**src/rtl/sram_req_arbiter_pkg.sv**
```systemverilog
// rtl/sram_req_arbiter_pkg.sv - shared owner, arbiter state and SRAM-like size encodings
package sram_req_arbiter_pkg;

    localparam logic ARB_OWN_INST = 1'b0;
    localparam logic ARB_OWN_DATA = 1'b1;

    localparam logic [1:0] ARB_IDLE   = 2'd0;
    localparam logic [1:0] ARB_LOCK_I = 2'd1;
    localparam logic [1:0] ARB_LOCK_D = 2'd2;

    localparam logic [1:0] SRAM_SIZE_WORD = 2'd2;

    typedef struct packed {
        logic owner;
        logic drop;
    } owner_entry_t;

endpackage

```
**src/rtl/sram_req_arbiter_owner_fifo.sv**
```systemverilog
// rtl/sram_req_arbiter_owner_fifo.sv - in-order owner tag FIFO with per-entry drop bit
module arb_owner_fifo
    import sram_req_arbiter_pkg::*;
#(
    parameter int DEPTH = 2
) (
    input  logic clk,
    input  logic reset,
    input  logic push,
    input  logic push_owner,
    input  logic pop,
    input  logic mark_inst,
    output logic head_owner,
    output logic head_drop,
    output logic full,
    output logic empty
);

    localparam int PW = (DEPTH > 1) ? $clog2(DEPTH) : 1;

    owner_entry_t     entries [DEPTH];
    logic [PW-1:0]    wr_ptr;
    logic [PW-1:0]    rd_ptr;
    logic [2:0]       count;
    logic             push_en;
    logic             pop_en;

    function automatic logic [PW-1:0] ptr_next(input logic [PW-1:0] p);
        return (p == PW'(DEPTH - 1)) ? '0 : p + 1'b1;
    endfunction

    assign full       = (count == 3'(DEPTH));
    assign empty      = (count == 3'd0);
    assign push_en    = push && !full;
    assign pop_en     = pop && !empty;
    assign head_owner = entries[rd_ptr].owner;
    assign head_drop  = entries[rd_ptr].drop;

    always_ff @(posedge clk or posedge reset) begin
        if (reset) begin
            wr_ptr <= '0;
            rd_ptr <= '0;
            count  <= 3'd0;
            for (int i = 0; i < DEPTH; i++) begin
                entries[i] <= '0;
            end
        end else begin
            for (int i = 0; i < DEPTH; i++) begin
                if (mark_inst && entries[i].owner == ARB_OWN_INST) begin
                    entries[i].drop <= 1'b1;
                end
            end
            // The pushed slot is rewritten after the bulk mark so a same-cycle cancel still tags it
            if (push_en) begin
                entries[wr_ptr].owner <= push_owner;
                entries[wr_ptr].drop  <= mark_inst && (push_owner == ARB_OWN_INST);
                wr_ptr                <= ptr_next(wr_ptr);
            end
            if (pop_en) begin
                rd_ptr <= ptr_next(rd_ptr);
            end
            case ({push_en, pop_en})
                2'b10:   count <= count + 3'd1;
                2'b01:   count <= count - 3'd1;
                default: count <= count;
            endcase
        end
    end

endmodule

```
**src/rtl/sram_req_arbiter.sv**
```systemverilog
// rtl/sram_req_arbiter.sv - inst/data SRAM-like arbiter with in-order response routing; ARB_ROUND_ROBIN_EN selects round-robin
module sram_req_arbiter
    import sram_req_arbiter_pkg::*;
#(
    parameter int MAX_OUTSTANDING = 2
) (
    input  logic        clk,
    input  logic        reset,

    input  logic        inst_req,
    input  logic [31:0] inst_addr,
    output logic        inst_addr_ok,
    output logic        inst_data_ok,
    output logic [31:0] inst_rdata,
    input  logic        inst_cancel,

    input  logic        data_req,
    input  logic        data_wr,
    input  logic [1:0]  data_size,
    input  logic [3:0]  data_wstrb,
    input  logic [31:0] data_addr,
    input  logic [31:0] data_wdata,
    output logic        data_addr_ok,
    output logic        data_data_ok,
    output logic [31:0] data_rdata,

    output logic        mem_req,
    output logic        mem_wr,
    output logic [1:0]  mem_size,
    output logic [3:0]  mem_wstrb,
    output logic [31:0] mem_addr,
    output logic [31:0] mem_wdata,
    input  logic        mem_addr_ok,
    input  logic        mem_data_ok,
    input  logic [31:0] mem_rdata
);

    logic [1:0] state;
    logic [1:0] state_nxt;
    logic       idle_pick_inst;
    logic       grant_inst;
    logic       accept;
    logic       pop;
    logic       fifo_full;
    logic       fifo_empty;
    logic       head_owner;
    logic       head_drop;

`ifdef ARB_ROUND_ROBIN_EN
    logic last_winner;

    always_ff @(posedge clk or posedge reset) begin
        if (reset) begin
            last_winner <= ARB_OWN_INST;
        end else if (accept) begin
            last_winner <= grant_inst ? ARB_OWN_INST : ARB_OWN_DATA;
        end
    end

    assign idle_pick_inst = (inst_req && data_req) ? (last_winner == ARB_OWN_DATA) : inst_req;
`else
    assign idle_pick_inst = inst_req && !data_req;
`endif

    always_comb begin
        grant_inst = 1'b0;
        case (state)
            ARB_LOCK_I: grant_inst = 1'b1;
            ARB_LOCK_D: grant_inst = 1'b0;
            default:    grant_inst = idle_pick_inst;
        endcase
    end

    assign mem_req   = !reset && (state != ARB_IDLE || inst_req || data_req) && !fifo_full;
    assign mem_wr    = grant_inst ? 1'b0           : data_wr;
    assign mem_size  = grant_inst ? SRAM_SIZE_WORD : data_size;
    assign mem_wstrb = grant_inst ? 4'h0           : data_wstrb;
    assign mem_addr  = grant_inst ? inst_addr      : data_addr;
    assign mem_wdata = grant_inst ? 32'h0          : data_wdata;

    assign accept       = mem_req && mem_addr_ok;
    assign inst_addr_ok = accept && grant_inst;
    assign data_addr_ok = accept && !grant_inst;

    // A cancel in the same cycle also suppresses the head response being returned now
    assign pop          = !reset && mem_data_ok && !fifo_empty;
    assign inst_data_ok = pop && (head_owner == ARB_OWN_INST) && !(head_drop || inst_cancel);
    assign data_data_ok = pop && (head_owner == ARB_OWN_DATA);
    assign inst_rdata   = mem_rdata;
    assign data_rdata   = mem_rdata;

    always_comb begin
        state_nxt = state;
        if (accept) begin
            state_nxt = ARB_IDLE;
        end else if (mem_req) begin
            state_nxt = grant_inst ? ARB_LOCK_I : ARB_LOCK_D;
        end
        if (inst_cancel && state_nxt == ARB_LOCK_I) begin
            state_nxt = ARB_IDLE;
        end
    end

    always_ff @(posedge clk or posedge reset) begin
        if (reset) begin
            state <= ARB_IDLE;
        end else begin
            state <= state_nxt;
        end
    end

    arb_owner_fifo #(
        .DEPTH (MAX_OUTSTANDING)
    ) u_owner_fifo (
        .clk        (clk),
        .reset      (reset),
        .push       (accept),
        .push_owner (grant_inst ? ARB_OWN_INST : ARB_OWN_DATA),
        .pop        (pop),
        .mark_inst  (inst_cancel),
        .head_owner (head_owner),
        .head_drop  (head_drop),
        .full       (fifo_full),
        .empty      (fifo_empty)
    );

endmodule

```
**config.mk**
```make
export PLATFORM = sky130hd
export DESIGN_NAME = sram_req_arbiter
export DESIGN_NICKNAME = d
export VERILOG_FILES = /design/src/rtl/sram_req_arbiter_pkg.sv /design/src/rtl/sram_req_arbiter_owner_fifo.sv /design/src/rtl/sram_req_arbiter.sv
export SDC_FILE = /design/constraint.sdc
export NUM_CORES = 1
export LEC_CHECK = 0
export CORE_AREA = 2 2 109 111
export DETAILED_ROUTE_END_ITERATION = 8
export DIE_AREA = 0 0 111 113
export PLACE_DENSITY_LB_ADDON = 0.12
export RECOVER_POWER = 50
export SYNTH_ARGS = -nofsm -noshare
export SYNTH_HDL_FRONTEND = slang
export SYNTH_HIERARCHICAL = 1
export SYNTH_SLANG_ARGS = --single-unit
export TNS_END_PERCENT = 30
```
**constraint.sdc**
```tcl
create_clock -name clk -period 2.1 [get_ports clk]
set_input_delay 0.63 -clock clk [delete_from_list [all_inputs] [get_ports clk]]
set_output_delay 0.63 -clock clk [all_outputs]
set_load 0.1 [all_outputs]
```
# After elaboration in Yosys (flattened, before gate mapping)
# Cells that the tools add are included.
[word_totals]
regBits = 11
input_bits = 142
out_inout_bits = 140
[classes]
n_eq_ne = 6
add_sub_neg = 4
order_cmp = 3
n_reduce_logical = 30
muxes = 26
n_bitwise = 5
[ops]
columns = ["cell", "n"]
rows = [
  ["32-bit 2-to-1 mux", 2],
  ["1-bit logical AND", 18],
  ["2-bit 2-to-1 mux", 9],
  ["4-bit bitwise mux", 2],
  ["1-bit 2-to-1 mux", 7],
  ["2-bit by 1-bit equality test with 1-bit output, second input constant", 3],
  ["1-bit zero test", 6],
  ["3-bit case mux with 2 select lines", 1],
  ["2-bit demux with 1-bit select", 2],
  ["2-bit equality test, second input constant", 2],
  ["2-bit greater-or-equal comparator, second input constant", 2],
  ["4-bit 2-to-1 mux", 1],
  ["1-bit NOT with 2-bit output", 2],
  ["2-bit nonzero test", 2],
  ["3-bit by 1-bit adder with 3-bit output, second input constant", 1],
  ["3-bit by 2-bit equality test with 1-bit output, second input constant", 1],
  ["3-bit zero test", 1],
  ["1-bit logical OR", 3],
  ["3-bit 2-to-1 mux", 1],
  ["1-bit NOT", 3],
  ["3-bit by 1-bit subtractor with 3-bit output, second input constant", 1],
  ["1-bit adder, second input constant", 2],
  ["2-bit by 1-bit < comparator with 1-bit output, second input constant", 1],
  ["1-bit case mux with 2 select lines", 1],
]

# Logic depth before layout (Yosys ltp)
# Gate-level depths: netlist of run 1.
[logic_depth]
word_depth = 10
depth_mapped = 12
mapped_depth_nobuf = 12

# By module
# The synthesis of run 1 kept the hierarchy.
[modules_own_cells]
columns = ["mod", "seq_area_each_um2", "instances", "cells_each", "area_per_inst_um2"]
rows = [
  ["sram_req_arbiter", 50.0, 1, 165, 1380.1],
  ["arb_owner_fifo", 225.2, 1, 41, 469.2],
]

# Worst setup path after synthesis of run 1
# OpenSTA, ideal clock, no wires.
[synth_path]
kind = "input-to-output"
start = "input reset"
end = "output inst_data_ok"
path_buffers = 0
t_arrival_ns = 3.995
path_stages = 2
slack_ns = -2.525
cell_sequence = "nor3b_1 -> nor4b_1"
[synth_between]
elab_chain_len = 5
[synth_lines]
columns = ["item", "line_no", "source"]
rows = [
  ["from (decl)", "sram_req_arbiter.sv:8", "input logic reset,"],
  ["1-bit zero test (no line)", "n/a", ""],
  ["1-bit logical AND (2 in series)", "sram_req_arbiter.sv:86", "assign pop = !reset && mem_data_ok && !fifo_empty;"],
  ["1-bit logical AND (2 in series)", "sram_req_arbiter.sv:87", "assign inst_data_ok = pop && (head_owner == ARB_OWN_INST) && !(head_drop || inst_cancel);"],
  ["to (decl)", "sram_req_arbiter.sv:13", "output logic inst_data_ok,"],
]
# Every way passes these cells.

# Final worst setup path of run 1
[layout_path]
start = "register state[1]"
end = "output mem_addr[26]"
[layout_between]
elab_chain_len = 3
[layout_lines]
columns = ["item", "line_no", "source"]
rows = [
  ["from (decl)", "sram_req_arbiter.sv:38", "logic [1:0] state;"],
  ["from (signal assigned)", "sram_req_arbiter.sv:108", "state <= state_nxt;"],
  ["2-bit equality test or 2-bit by 1-bit equality test with 1-bit output (tied branches)", "sram_req_arbiter.sv:67", "case (state)"],
  ["1-bit case mux with 2 select lines (*)", "sram_req_arbiter.sv:67", ""],
  ["32-bit 2-to-1 mux (*)", "sram_req_arbiter.sv:78", "assign mem_addr = grant_inst ? inst_addr : data_addr;"],
  ["to (decl)", "sram_req_arbiter.sv:31", "output logic [31:0] mem_addr,"],
]
# Every way passes the cells marked *; elsewhere a longest branch is shown, timed or not.

==> key figures, run 1 <==
CTS
  – Clock sink count: 11
  – Clock slew at the register clock pins of the worst setup and hold paths: 0.04 ns
  – CTS tree: done
  – Number of H-tree levels: 1
  – Clk buf depth: 2
  – Cts hold-fix bufs: 0
  – TritonCTS Buffers: 3
  – Worst skew pair latency: 0.24 ns
  – Clock Root Buffer: clkbuf_16

STA
  – # setup viols final: 78
  – WHS: 0.435 ns
  – Worst Slack Setup Final: -0.560 ns
  – RSZ-0062 raised after global routing: yes
  – Clk_skew: 0.00133 ns
  – Setup_tns: -35.19 ns
  – Fin crit share: 1.27
  – Fmax: 0.376 GHz
  – Tmin final: 2.66 ns
  – Rel. slew slack: 0.732
  – Worst Tran Pin Value: 0.398 ns
  – Final slew viol count: 0
  – Final-report hold violation count: 0

Critical path
  – Reg2Reg Depth: 11
  – WP data required: 1.47 ns
  – Kind of critical path: reg2out
  – R2r setup slk: -0.09 ns
  – Critical path data arrival time: 2.03 ns
  – Reg2reg end: u_owner_fifo/count[2]$_DFFE_PP0P_
  – CP max FO: 8
  – Worst R2R Start: u_owner_fifo/count[2]$_DFFE_PP0P_
  – Critical path capture point type: output pin
  – Startpoint Class: flip-flop

Synth
  – Post-synthesis sequential area ratio: 0.149
  – Synth warn: 6
  – Post-synthesis adder-cell area fraction: 0.0311
  – EDFF count, synth: 0
  – Area leader, netlist: buf_4
  – Simple logic cell fraction of the synthesized area: 0.208
  – Synth area leaders: buf_4, mux2_2, dfrtp_1
  – Largest family of logic cells by synthesized area: buffers and inverters
  – Ys async rst share: 1.00
  – Count leader, synth: buf_4
  – Share of the synthesized area in the top cell type: 0.260
  – Mapped cell area: 1850 um2
  – Commonest cells in the netlist: buf_4, and2_1, mux2_2, dfrtp_1, inv_1
  – Cells after Synth: 206
  – Synth Flop Type: dfrtp_1
  – Complex-gate fraction of the synthesized area: 0.0298
  – Yosys reg bits: 11
  – Synth unique cells: 36
  – Mux share of post-synthesis cell area: 0.252
  – Syn nets: 352
  – Xor/xnor share of the synthesized area: 0.0237
  – Syn Area/Cell: 8.98 um2

Route
  – Post-route DRC violation count: 0
  – DR vias: 1922
  – Final ANT Viol Nets: 0
  – 1st-pass router iterations: 4
  – WL per Instance: 17.3 um
  – Vias per inst: 3.83
  – DR iter-0 viols: 45
  – Final WL: 8660 um

Run
  – Number of max-cap violations: 0

Power
  – Power, Total: 4.90 mW
  – PD cells: 1030 nW/um2
  – Worst VDD drop: 0.546 mV
  – P_leak: 2.10 nW

Placement
  – # port buffers: 185
  – Detail Placement HPWL: 7290 um
  – Pre-CTS setup slack: -0.765 ns
  – DP Area: 4460 um2
  – GPL Wtd Cong: 0.761

Finish
  – Net total in the final layout: 506
  – Ant. Diodes: 0
  – Area Overhead vs Synth: 156%
  – Layout cells sized above 1: 0.535
  – Fillers: 1088
  – Area taken by multi-input logic gates: 1230 um2
  – FF/Latch Area: 275 um2
  – Final Cell Area: 4740 um2

Floorplanning
  – Die Span Y: 113 um
  – Chip Width: 111 um
  – Row Count: 39
  – Starting Density: 0.164
  – Core Footprint: 11300 um2
  – I/O Pins: 282
  – Die area: 12500 um2

Hold path
  – Hold crit path type: in2async

GRT
  – First-pass GRT wire length: 13200 um
  – Met1 usage in global routing: 0.160
  – Vias in the first global route: 2197
  – Met2 Use GR: 0.218
  – GRT Residual Overflow: 0
  – Initial antenna violation count: 0
  – Met3 Track Usage GR: 0.0761
  – Layer with the highest usage: met2
  – GRT Total Usage: 0.136
  – Pin count of the biggest net entering global routing: 21

Outcome
  – Status: finished with violations
  – Violated checks: negative setup slack
-- cells in the final DEF, fill, tap and decap left out, types with 4 or more instances in the layout --
cell | Yosys | routed
and2_1 | 40 | 20
buf_6 | 2 | 4
and2_4 | 0 | 20
clkdlybuf4s50_1 | 0 | 105
buf_12 | 0 | 77
inv_1 | 10 | 7
mux2_4 | 8 | 24
dfrtp_1 | 11 | 11
buf_4 | 64 | 28
mux2_2 | 28 | 12
-- cell families after synthesis --
family / count (synthesis)
buf+inv: 82
fa+ha+maj: 4
compound gates: 7
flops: 11
xor+xnor: 5
mux: 39
simple gates: 58
-- worst max-delay path, cell delays in order, from the launching register on --
cell,delay [ns]
dfrtp_1,0.39
inv_2,0.10
ha_4,0.23
nor3b_4,0.23
a21oi_4,0.09
buf_6,0.14
buf_16,0.13
mux2_4,0.31
buf_12,0.17
-- per-stage QoR --
| step | util | std cells |
|---|---|---|
| floorplan | - | 206 |
| global placement | 0.395 | 489 |
| detailed placement | 0.395 | 489 |
| CTS | 0.420 | 499 |
| global route | 0.420 | 502 |
| finish | 0.420 | 502 |
-- power breakdown --
group	leakage, nW	internal, mW	switching, mW	total [mW]
Combinational	1.94	1.76	2.41	4.17
Sequential	0.126	0.311	0.0666	0.377
Clock	0.0382	0.255	0.0980	0.353
-- what timing repair did --
item                                    CTS  global route
endpoints found under the setup margin   82            78
pin swaps                                 7             2
buffers inserted                          4             3
resized for setup                        40             3
gates cloned                              2             0
-- worst max path at each step --
stage | endpoint | cells after the start | startpoint
after detailed placement | mem_addr[31] | 6 | data_req
after global placement | u_owner_fifo/count[2]$_DFFE_PP0P_ | 12 | data_req
after CTS | mem_addr[26] | 8 | state[0]$_DFF_PP0_
after global routing | mem_addr[30] | 8 | state[1]$_DFF_PP0_
after floorplan | u_owner_fifo/count[2]$_DFFE_PP0P_ | 12 | state[0]$_DFF_PP0_
final | mem_addr[26] | 8 | state[1]$_DFF_PP0_
-- routing by layer --
layer / share of wire / up-vias
li1: - / 911
met1: 0.39 / 876
met2: 0.47 / 117
met3: 0.13 / 18
met4: 0.014 / 0
met5: 0 / -
-- area by class of cell --
class	count	area share
multi-input combinational	113	0.260
inverter	10	0.00792
timing repair buffer	221	0.619
tap	143	0.0378
clock buffer	4	0.0166
sequential	11	0.0581
Note: power is estimated with default switching activity, not from simulation.
==> inputs of run 2 (changes only) <==
TNS_END_PERCENT = 50   (was 30)
==> run 2 against run 1 <==
Against the previous run:
- the flow still finishes with violations (negative setup slack)
- sequential share of layout area down 0.19 points
- final cell count up 0.80%
- sequential cell count did not move
- non-clock buffer count is 4 higher
- global-route usage down 1.1 points
- clock-buffer cell count is the same
- power grew 2.8%
- routed wire length decreased by 8.2%
- final area rose by 3.5%
- critical endpoint is now mem_addr[21]
==> key figures, run 2 (synthesis results as in run 1) <==
Power
  – P_leak: 2.21 nW (was 2.10 nW)
  – Power, Total: 5.04 mW (was 4.90 mW)
  – Worst VDD drop: 0.571 mV (was 0.546 mV)
  – PD cells: 1030 nW/um2 (about the same)

STA
  – Final-report hold violation count: 0 (unchanged)
  – Rel. slew slack: 0.742 (was 0.732)
  – Fin crit share: 1.27 (about the same)
  – Fmax: 0.374 GHz (was 0.376 GHz)
  – Worst Tran Pin Value: 0.387 ns (was 0.398 ns)
  – WHS: 0.465 ns (was 0.435 ns)
  – # setup viols final: 78 (unchanged)
  – Tmin final: 2.68 ns (was 2.66 ns)
  – Clk_skew: 0.00267 ns (was 0.00133 ns)
  – Final slew viol count: 0 (unchanged)
  – RSZ-0062 raised after global routing: yes (unchanged)
  – Worst Slack Setup Final: -0.576 ns (was -0.560 ns)

Placement
  – DP Area: 4510 um2 (was 4460 um2)
  – # port buffers: 185 (unchanged)
  – GPL Wtd Cong: 0.743 (was 0.761)
  – Pre-CTS setup slack: -0.789 ns (was -0.765 ns)
  – Detail Placement HPWL: 6330 um (was 7290 um)
  – Count of placed standard cells including taps: 489 (unchanged)

GRT
  – GRT Residual Overflow: 0 (unchanged)
  – Initial antenna violation count: 0 (unchanged)
  – GRT Total Usage: 0.125 (was 0.136)
  – First-pass GRT wire length: 12400 um (was 13200 um)
  – Pin count of the biggest net entering global routing: 16 (was 21)
  – Vias in the first global route: 2239 (was 2197)

Critical path
  – CP cell instances: inv_2 -> ha_4 -> nor3b_4 -> a21oi_4 -> buf_6 -> buf_12 -> mux2_4 -> buf_12 (was inv_2 -> ha_4 -> nor3b_4 -> a21oi_4 -> buf_6 -> buf_16 -> mux2_4 -> buf_12)
  – Slowest CP cell: dfrtp_1 (unchanged)
  – Kind of critical path: reg2out (unchanged)
  – Startpoint Class: flip-flop (unchanged)
  – Critical path data arrival time: 2.05 ns (was 2.03 ns)
  – Reg2Reg Depth: 11 (unchanged)
  – Most used cell, CP: buf_12
  – CP max FO: 7 (was 8)
  – Critical path capture point type: output pin (unchanged)
  – WP data required: 1.47 ns (about the same)
  – CP max stage delay: 0.39 ns (about the same)

Run
  – Number of max-cap violations: 0 (unchanged)

CTS
  – Clock sink count: 11 (unchanged)
  – Clock Root Buffer: clkbuf_16 (unchanged)
  – TritonCTS Buffers: 3 (unchanged)
  – Clk buf depth: 2 (unchanged)
  – Cts hold-fix bufs: 0 (unchanged)
  – Number of H-tree levels: 1 (unchanged)
  – Clock slew at the register clock pins of the worst setup and hold paths: 0.04 ns (about the same)
  – Worst skew pair latency: 0.24 ns (about the same)
  – CTS tree: done (unchanged)

Route
  – Final WL: 7960 um (was 8660 um)
  – DR vias: 1949 (was 1922)
  – Vias per inst: 3.85 (was 3.83)
  – DR iter-0 viols: 46 (was 45)
  – Post-route DRC violation count: 0 (unchanged)
  – 1st-pass router iterations: 4 (unchanged)
  – Final ANT Viol Nets: 0 (unchanged)
  – WL per Instance: 15.7 um (was 17.3 um)

Floorplanning
  – Chip Width: 111 um (unchanged)
  – Die area: 12500 um2 (unchanged)
  – Die Span Y: 113 um (unchanged)
  – Row Count: 39 (unchanged)
  – Core Footprint: 11300 um2 (unchanged)
  – Starting Density: 0.164 (unchanged)
  – I/O Pins: 282 (unchanged)

Finish
  – Area Overhead vs Synth: 165% (was 156%)
  – Final Cell Area: 4900 um2 (was 4740 um2)
  – Ant. Diodes: 0 (unchanged)
  – Final Non-Filler Cells: 506 (was 502)
  – Commonest non-fill, non-tap cell in the layout: clkdlybuf4s50_1 (unchanged)
  – Most frequent cells in the layout: clkdlybuf4s50_1, buf_12, and2_4 (was clkdlybuf4s50_1, buf_12, buf_4)
  – Net total in the final layout: 510 (was 506)
  – Layout cells sized above 1: 0.584 (was 0.535)

Outcome
  – Violated checks: negative setup slack (unchanged)
  – Status: finished with violations (unchanged)

Hold path
  – Hold crit path type: in2async (unchanged)
run 2: cell types whose count changed in the layout (fill, tap and decap cells not counted), moves of 5 or more:
cell,previous run,this run
and2_1,20,3
buf_6,4,10
and2_4,20,37
buf_4,28,23
run 2: final timing paths:
path / from / end / slack, ns
setup / recovery: state[0]$_DFF_PP0_ / mem_addr[21] / -0.58
setup reg to reg: u_owner_fifo/count[2]$_DFFE_PP0P_ / u_owner_fifo/count[2]$_DFFE_PP0P_ / -0.11
hold / removal: reset / state[1]$_DFF_PP0_ / 0.47
min in group clk: u_owner_fifo/wr_ptr$_DFFE_PP0P_ / u_owner_fifo/wr_ptr$_DFFE_PP0P_ / 0.49
hold reg to reg: u_owner_fifo/wr_ptr$_DFFE_PP0P_ / u_owner_fifo/wr_ptr$_DFFE_PP0P_ / 0.49
max in group asynchronous: reset / u_owner_fifo/count[0]$_DFFE_PP0P_ / 1.23
run 2: final cells by class:
cell class | instances | area [um2]
Timing Repair Buffer | 225 | 3050
Multi-Input combinational cell | 113 | 1280
Clock buffer | 4 | 78.8
Fill cell | 1087 | 6370
Sequential cell | 11 | 275
Tap cell | 143 | 179
Inverter | 10 | 37.5
run 2: repair_timing:
action                     CTS  global route
resized for setup           35            15
gates cloned                 3             1
setup endpoints to repair   82            78
setup buffers                7             2
pin swaps                    8             5
run 2: critical path, delay by kind of cell, from the launching register on:
| kind | cells | cell delay (ns) |
|---|---|---|
| buf+inv | 4 | 0.54 |
| simple gates | 1 | 0.24 |
| compound gates | 1 | 0.07 |
| mux | 1 | 0.33 |
| flops | 1 | 0.39 |
| fa+ha+maj | 1 | 0.22 |
run 2: report_power, final:
part / leakage [nW] / switching [mW] / internal [mW] / total, mW
sequential: 0.126 / 0.0686 / 0.311 / 0.379
clock: 0.0382 / 0.0928 / 0.255 / 0.348
combinational: 2.04 / 2.42 / 1.89 / 4.31
run 2: metrics by stage:
step / util / setup TNS [ns]
global route: 0.435 / -42.85
CTS: 0.428 / -38.05
global placement: 0.400 / -52.32
finish: 0.435 / -38.24
floorplan: - / -17.50
detailed placement: 0.400 / -52.81
run 2: routing by layer:
metal / vias to the layer above / GRT usage / routed length (um)
li1: 920 / - / -
met1: 890 / 0.144 / 3010
met2: 111 / 0.223 / 4170
met3: 28 / 0.0343 / 541
met4: 0 / 0.0450 / 235
met5: - / 0 / 0
==> inputs of run 3 (changes only) <==
SETUP_SLACK_MARGIN = 0.15   (was default)
==> run 3 against run 2 <==
Against the previous run:
- the flow still finishes with violations (negative setup slack)
- utilization is essentially flat
- combinational power about the same
- critical endpoint unchanged
- final cell count did not move
- sequential power about the same
- first-iteration DRC count shrank 4.3%
- setup slack hardly changed
- largest power group unchanged
- sequential share of layout area barely moved
- via count is 0.21% lower
- power rose by 0.12%
- routed wire length fell by 0.19%
- non-clock buffer count stayed put
==> key figures, run 3 (synthesis results as in run 1) <==
STA
  – Final slew viol count: 0 (unchanged)
  – RSZ-0062 raised after global routing: yes (unchanged)
  – Tmin final: 2.68 ns (about the same)
  – WHS: 0.465 ns (about the same)
  – Setup_tns: -38.23 ns (was -38.24 ns)
  – Final-report hold violation count: 0 (unchanged)
  – # setup viols final: 78 (unchanged)
  – Worst Slack Setup Final: -0.576 ns (about the same)
  – Fmax: 0.374 GHz (about the same)
  – Fin crit share: 1.27 (about the same)
  – Worst Tran Pin Value: 0.387 ns (about the same)
  – Clk_skew: 0.00255 ns (was 0.00267 ns)
  – Rel. slew slack: 0.742 (about the same)

CTS
  – Clock sink count: 11 (unchanged)
  – TritonCTS Buffers: 3 (unchanged)
  – Clock Root Buffer: clkbuf_16 (unchanged)
  – Clk buf depth: 2 (unchanged)
  – CTS tree: done (unchanged)
  – Number of H-tree levels: 1 (unchanged)
  – Cts hold-fix bufs: 0 (unchanged)
  – Clock slew at the register clock pins of the worst setup and hold paths: 0.04 ns (about the same)
  – Worst skew pair latency: 0.24 ns (about the same)

Critical path
  – WP data required: 1.47 ns (about the same)
  – R2r setup slk: -0.11 ns (about the same)
  – Kind of critical path: reg2out (unchanged)
  – Critical path data arrival time: 2.05 ns (about the same)
  – CP max FO: 7 (unchanged)
  – CP max stage delay: 0.39 ns (about the same)
  – Crit path buf inv count: 4 (unchanged)
  – CP cell instances: inv_2 -> ha_4 -> nor3b_4 -> a21oi_4 -> buf_6 -> buf_12 -> mux2_4 -> buf_12 (unchanged)
  – Critical path capture point type: output pin (unchanged)
  – Slowest CP cell: dfrtp_1 (unchanged)
  – Startpoint Class: flip-flop (unchanged)
  – Most used cell, CP: buf_12 (unchanged)
  – Family with the most delay on the worst path: buffers and inverters (unchanged)

Floorplanning
  – Chip Width: 111 um (unchanged)
  – Die area: 12500 um2 (unchanged)
  – Starting Density: 0.164 (unchanged)
  – Row Count: 39 (unchanged)
  – Die Span Y: 113 um (unchanged)
  – I/O Pins: 282 (unchanged)
  – Core Footprint: 11300 um2 (unchanged)

GRT
  – Vias in the first global route: 2239 (unchanged)
  – First-pass GRT wire length: 12400 um (unchanged)
  – Initial antenna violation count: 0 (unchanged)
  – GRT Total Usage: 0.125 (unchanged)
  – GRT Residual Overflow: 0 (unchanged)
  – Pin count of the biggest net entering global routing: 16 (unchanged)

Placement
  – # port buffers: 185 (unchanged)
  – Detail Placement HPWL: 6330 um (unchanged)
  – DP Area: 4510 um2 (unchanged)
  – Pre-CTS setup slack: -0.789 ns (unchanged)
  – Count of placed standard cells including taps: 489 (unchanged)
  – GPL Wtd Cong: 0.743 (unchanged)

Route
  – Post-route DRC violation count: 0 (unchanged)
  – Final WL: 7940 um (was 7960 um)
  – DR vias: 1945 (was 1949)
  – Vias per inst: 3.84 (was 3.85)
  – Final ANT Viol Nets: 0 (unchanged)
  – DR iter-0 viols: 44 (was 46)
  – 1st-pass router iterations: 4 (unchanged)
  – WL per Instance: 15.7 um (about the same)

Finish
  – Area Overhead vs Synth: 165% (about the same)
  – Commonest non-fill, non-tap cell in the layout: clkdlybuf4s50_1 (unchanged)
  – Final Cell Area: 4910 um2 (was 4900 um2)
  – FF/Latch Area: 275 um2 (unchanged)
  – Most frequent cells in the layout: clkdlybuf4s50_1, buf_12, and2_4 (unchanged)
  – Ant. Diodes: 0 (unchanged)
  – Net total in the final layout: 510 (unchanged)
  – Final Non-Filler Cells: 506 (unchanged)
  – Final core occ: 0.435 (about the same)
  – Area taken by multi-input logic gates: 1290 um2 (was 1280 um2)
  – Layout cells sized above 1: 0.584 (unchanged)
  – Fillers: 1087 (unchanged)

Run
  – Number of max-cap violations: 0 (unchanged)

Outcome
  – Violated checks: negative setup slack (unchanged)
  – Status: finished with violations (unchanged)

Hold path
  – Hold crit path type: in2async (unchanged)

Power
  – P_leak: 2.22 nW (was 2.21 nW)
  – Worst VDD drop: 0.571 mV (about the same)
  – Power, Total: 5.04 mW (about the same)
  – PD cells: 1030 nW/um2 (about the same)
run 3: where the power goes:
group	switching [mW]	internal, mW
sequential	0.0692	0.311
combinational	2.42	1.89
clock	0.0926	0.255
total	2.59	2.46
run 3: worst paths after layout:
check,startpoint,cells past startpoint,end
max in group asynchronous,reset,3,u_owner_fifo/count[0]$_DFFE_PP0P_
min reg2reg,u_owner_fifo/wr_ptr$_DFFE_PP0P_,1,u_owner_fifo/wr_ptr$_DFFE_PP0P_
min,reset,3,state[1]$_DFF_PP0_
max reg2reg,u_owner_fifo/count[2]$_DFFE_PP0P_,11,u_owner_fifo/count[2]$_DFFE_PP0P_
max,state[0]$_DFF_PP0_,8,mem_addr[21]
min in group clk,u_owner_fifo/wr_ptr$_DFFE_PP0P_,1,u_owner_fifo/wr_ptr$_DFFE_PP0P_
run 3: cell type report:
cell class              instances  area share
repair buffers                225       0.621
flip-flops and latches         11      0.0561
inverters                      10     0.00765
multi-input cells             113       0.263
well taps                     143      0.0365
clock buffers                   4      0.0161
run 3: tightest hold or removal path, delay by kind of cell:
kind	cells	cell delay, ns
buffers and inverters	3	0.40
run 3: what timing repair did:
item	in CTS	in global routing
cloned	3	1
resized for setup	35	16
pin swaps	8	5
setup buffers	7	2
endpoints found under the hold margin	0	0
setup endpoints to repair	83	82
run 3: routing by layer:
metal / part of all wire / vias to the layer above / global-route usage
li1: - / 920 / -
met1: 0.38 / 886 / 0.144
met2: 0.52 / 111 / 0.223
met3: 0.068 / 28 / 0.0343
met4: 0.030 / 0 / 0.0450
met5: 0 / - / 0
